### src/rtl/fir_inverse_filter.sv
// fir_inverse_filter: all-pole deconvolver y(n) = x(n) - sum w(k)*y(n-k), one MAC per cycle.
// Rev 1.0
`default_nettype none

module fir_inverse_filter #(
  parameter int TAPS       = 4,
  parameter int DATA_WIDTH = 16,
  parameter int FRAC       = 14
) (
  input  logic                       clk,
  input  logic                       rst,
  input  logic [DATA_WIDTH-1:0]      x_N,
  input  logic                       in_valid,
  output logic                       in_ready,
  input  logic [TAPS*DATA_WIDTH-1:0] w_N,
  input  logic                       hist_clr,
  output logic [DATA_WIDTH-1:0]      y_N,
  output logic                       out_valid,
  input  logic                       out_ready
);

  localparam int ACC_W = 2*DATA_WIDTH + $clog2(TAPS) + 1;
  localparam int K_W   = $clog2(TAPS);
  localparam int NH    = TAPS - 1;
  localparam logic signed [ACC_W-1:0] SAT_MAX =
    {{(ACC_W-DATA_WIDTH+1){1'b0}}, {(DATA_WIDTH-1){1'b1}}};
  localparam logic signed [ACC_W-1:0] SAT_MIN = ~SAT_MAX;

  typedef enum logic [1:0] {S_IDLE, S_MAC, S_RND, S_OUT} state_t;

  state_t                        state_q, state_d;
  logic signed [ACC_W-1:0]       acc_q, acc_d;
  logic [K_W-1:0]                k_q, k_d;
  logic signed [DATA_WIDTH-1:0]  y_q, y_d;
  logic                          out_valid_q, out_valid_d;
  logic signed [DATA_WIDTH-1:0]  hist_q [NH];
  logic signed [DATA_WIDTH-1:0]  hist_d [NH];
  // Indexed directly by k; slot 0 holds the ignored unity tap and is never multiplied.
  logic signed [DATA_WIDTH-1:0]  wreg_q [TAPS];
  logic signed [DATA_WIDTH-1:0]  wreg_d [TAPS];

  logic [K_W-1:0]                hist_idx;
  logic signed [2*DATA_WIDTH-1:0] prod;
  logic signed [ACC_W-1:0]       shifted;

  assign hist_idx  = k_q - K_W'(1);
  assign prod      = wreg_q[k_q] * hist_q[hist_idx];
  assign shifted   = acc_q >>> FRAC;
  assign in_ready  = (state_q == S_IDLE) && !rst;
  assign y_N       = y_q;
  assign out_valid = out_valid_q;

  always_comb begin
    state_d     = state_q;
    acc_d       = acc_q;
    k_d         = k_q;
    y_d         = y_q;
    out_valid_d = out_valid_q;
    hist_d      = hist_q;
    wreg_d      = wreg_q;
    case (state_q)
      S_IDLE: begin
        // Clear lands on the same edge as the accept, so the MAC pass sees zeros.
        if (hist_clr) begin
          for (int i = 0; i < NH; i++) hist_d[i] = '0;
        end
        if (in_valid) begin
          for (int i = 0; i < TAPS; i++) wreg_d[i] = w_N[i*DATA_WIDTH +: DATA_WIDTH];
          acc_d   = {{(ACC_W-DATA_WIDTH){x_N[DATA_WIDTH-1]}}, x_N} <<< FRAC;
          k_d     = K_W'(1);
          state_d = S_MAC;
        end
      end
      S_MAC: begin
        acc_d = acc_q - ACC_W'(prod);
        k_d   = k_q + K_W'(1);
        if (k_q == K_W'(TAPS-1)) state_d = S_RND;
      end
      S_RND: begin
        if (shifted > SAT_MAX)      y_d = SAT_MAX[DATA_WIDTH-1:0];
        else if (shifted < SAT_MIN) y_d = SAT_MIN[DATA_WIDTH-1:0];
        else                        y_d = shifted[DATA_WIDTH-1:0];
        out_valid_d = 1'b1;
        state_d     = S_OUT;
      end
      S_OUT: begin
        if (out_ready) begin
          hist_d[0] = y_q;
          for (int i = 1; i < NH; i++) hist_d[i] = hist_q[i-1];
          out_valid_d = 1'b0;
          state_d     = S_IDLE;
        end
      end
      default: state_d = S_IDLE;
    endcase
  end

  always_ff @(posedge clk) begin
    if (rst) begin
      state_q     <= S_IDLE;
      acc_q       <= '0;
      k_q         <= '0;
      y_q         <= '0;
      out_valid_q <= 1'b0;
      for (int i = 0; i < NH; i++)   hist_q[i] <= '0;
      for (int i = 0; i < TAPS; i++) wreg_q[i] <= '0;
    end else begin
      state_q     <= state_d;
      acc_q       <= acc_d;
      k_q         <= k_d;
      y_q         <= y_d;
      out_valid_q <= out_valid_d;
      for (int i = 0; i < NH; i++)   hist_q[i] <= hist_d[i];
      for (int i = 0; i < TAPS; i++) wreg_q[i] <= wreg_d[i];
    end
  end

endmodule

`default_nettype wire

### config.mk
export PLATFORM = sky130hd
export DESIGN_NAME = fir_inverse_filter
export DESIGN_NICKNAME = d
export VERILOG_FILES = /design/src/rtl/fir_inverse_filter.sv
export SDC_FILE = /design/constraint.sdc
export NUM_CORES = 1
export LEC_CHECK = 0
export CORE_MARGIN = 1.5
export CORE_UTILIZATION = 50
export CTS_BUF_LIST = sky130_fd_sc_hd__clkbuf_8
export DETAILED_ROUTE_END_ITERATION = 16
export HOLD_SLACK_MARGIN = 0.06
export PLACE_DENSITY_LB_ADDON = 0.25
export SLEW_MARGIN = 20
export SYNTH_ARGS = -nofsm -noshare
export SYNTH_HDL_FRONTEND = slang
export SYNTH_SLANG_ARGS = --single-unit
### constraint.sdc
create_clock -name clk -period 10.1 [get_ports clk]
set_clock_uncertainty 0.1 [all_clocks]
set_input_delay 1.515 -clock clk [delete_from_list [all_inputs] [get_ports clk]]
set_output_delay 1.515 -clock clk [all_outputs]
set_load 0.01 [all_outputs]
==> run summary <==
Mapped Area: 19000 µm²
Initial detailed-routing violation count: 1105
Worst-Skew Late Latency: 0.52 ns
Tightest Pin Transition: 1.08 ns
Req. time, crit path: 10.44 ns
Biggest area consumer among synthesized cells: fa_1
Area share of fa/ha/maj cells after synthesis: 0.403
Setup bufs post-CTS: 0
R2R depth: 25
Pwr dens: 224 nW/µm²
Synth Flop Type: dfxtp_1
Cells after synthesis: 2237
Crit. End Element: register
Outcome: completed
Yosys warns: 0
Sink Count: 168
Core Region: 37500 µm²
Largest net degree at the start of global routing: 94
Period Utilization, post-route: 0.822
CTS Root Cell: clkbuf_8
Routed len/inst: 19.4 µm
Static leakage: 8.87 nW
Drt drc: 0
Top post-synthesis cells by count: inv_1 (433), nand2_1 (329), fa_1 (318)
First-pass GRT wire length: 87700 µm
Post-synth EDFFs: 0
Slowest Stage Delay on Critical Path: 0.84 ns
Routability Congestion: 0.997
Total iterations of the first detailed-routing run: 7
Clk pin slew, worst setup/hold paths: 0.11 ns
Initial Utilization: 0.506
DP HPWL: 42700 µm
Peak VDD IR: 0.249 mV
Routed vias/inst: 5.51
I/O pin total: 103
Max-cap viol count: 0
RSZ-0062 raised after global routing: no
Relative slew slack: 0.272
Vias: 15400
TritonCTS clock tree: yes
# nets final: 2772
Critical Path AT: 8.64 ns
Setup TNS: 0 ns
Compound-Gate Fraction of Synth Area: 0.111
FFs w/ async S/R, synth: 0
Initial antenna violation count: 0
Synth-to-layout area growth: 9.51%
Final instance area: 20800 µm²
Synth cell types: 68
Antenna diodes: 0
Peak Freq: 120 MHz
Cell Area, Placed: 20400 µm²
# rows: 71
Syn Area/Cell: 8.48 µm²
CP Launch Type: register
CP dominant cell by count: fa_1
Final slew viol count: 0
Top-area cell type share of the netlist area: 0.335
Min-delay worst type: register to register
CTS resizes: 0
CP Class: register to register
Clock Tree Buf Depth: 2
Share of cells above drive strength 1: 0.0491
Hold path cells: 2
Final hold vios: 0
Most common cell in the netlist: inv_1
Number of buffers created by CTS: 17
Tmin final: 8.30 ns
DRT Wirelength: 54200 µm
Top cells by area, synth: fa_1 (34%), dfxtp_1 (18%), inv_1 (8.6%)
Simple-gate share of the synthesized area: 0.153
Die ar.: 39100 µm²
Multiplexer share of the synthesized area: 0.0305
Sequential-to-total area share from yosys stat: 0.177
IO Port Bufs: 102
GRT overflow: 0
# setup viols final: 0
Synth Area in XOR/XNOR: 0.0162
Aggregate global-route resource usage: 0.294
Slowest cell on the critical path: fa_1
Net count after synthesis: 2742
Die width: 198 µm
Seq cells post-synth: 168
Antenna Nets Post-Route: 0
Vias in the first global route: 16400
Final worst slack: 1.80 ns
DP Worst Slack: 1.83 ns
Die height: 198 µm
Max FO, Critical Path: 19
Util after Layout: 0.554
# H-tree levels: 4
CTS Hold Bufs: 0
Main combinational cell family by area after synthesis: adder cells
[cell type report]
class / count / area (µm²)
clock buffers: 18 / 248
clock inverters: 14 / 156
fillers: 3457 / 16700
inverters: 433 / 1630
multi-input cells: 1522 / 13600
flip-flops and latches: 168 / 3360
well taps: 511 / 639
repair buffers: 125 / 1190
[where the power goes]
group / total [W] / internal [W] / leakage [nW] / switching [W]
sequential: 0.000929 / 0.000789 / 1.37 / 0.000140
combinational: 0.00319 / 0.00118 / 7.29 / 0.00202
clock: 0.000525 / 0.000213 / 0.208 / 0.000313
[worst max-delay path, delay by kind of cell, from the launching register on]
family                     cells  cell delay (ns)
and+or+nand+nor                7             1.71
buffers and inverters          5             0.61
adders and majority gates      8             3.83
DFF                            1             0.34
AOI/OAI and AO/OA              5             1.63
[state kept, by name (all words and copies together) (netlist names)]
signal     flops
wreg_q        64
hist_q        48
acc_q         35
y_N           16
k_q            2
state_q        2
out_valid      1
[kinds of logic (layout without fill, tap and decap cells)]
family	Yosys count	count (layout)
AND/OR/NAND/NOR	678	678
flip-flops	168	168
XOR/XNOR	35	35
multiplexers	51	51
buffers and inverters	547	590
adder cells (fa/ha/maj)	420	420
AO/OA/AOI/OAI	338	338
[metal layers]
layer / vias up / part of all wire / GRT usage
met5: - / 0 / 0
met4: 0 / 0.039 / 0.112
met3: 113 / 0.065 / 0.0509
met2: 509 / 0.49 / 0.506
met1: 7743 / 0.40 / 0.370
li1: 7011 / - / -
[per-stage QoR]
| step | instances | total power (W) | hold slack [ns] |
|---|---|---|---|
| 2_1_floorplan | 2237 | 0.00319 | 0.329 |
| 3_3_place_gp | 2759 | 0.00403 | 0.336 |
| 3_5_place_dp | 2759 | 0.00407 | 0.343 |
| 4_1_cts | 2791 | 0.00461 | 0.358 |
| 5_1_grt | 2791 | 0.00503 | 0.378 |
| 6_report | 2791 | 0.00465 | 0.355 |
[final timing paths]
path,end,slack (ns),start
worst max register to register,acc_q[32],1.80,k_q[0]
worst max-delay path,acc_q[32],1.80,k_q[0]
worst min register to register,hist_q[13],0.36,hist_q[13]
worst min-delay path,hist_q[13],0.36,hist_q[13]
[placed cells by master, fill, tap and decap left out, types with 15 or more instances in the layout]
master           synthesis  routed
inv_1                  433     434
nand2_1                329     328
fa_1                   318     318
nor2_1                 188     188
dfxtp_1                168     167
a21oi_1                164     164
ha_1                   102     102
clkdlybuf4s50_1          0     101
nand3_1                 59      59
mux2_2                  30      30
a22oi_1                 29      29
nor3_1                  27      27
xnor2_1                 25      25
buf_4                    1      24
o21ai_0                 20      20
mux2i_1                 18      18
o21a_1                  18      18
clkbuf_8                 0      18
o21ai_1                 16      16
a21o_1                  16      16
nor2b_1                 15      15
No activity file was read; power rests on OpenSTA's default activity.
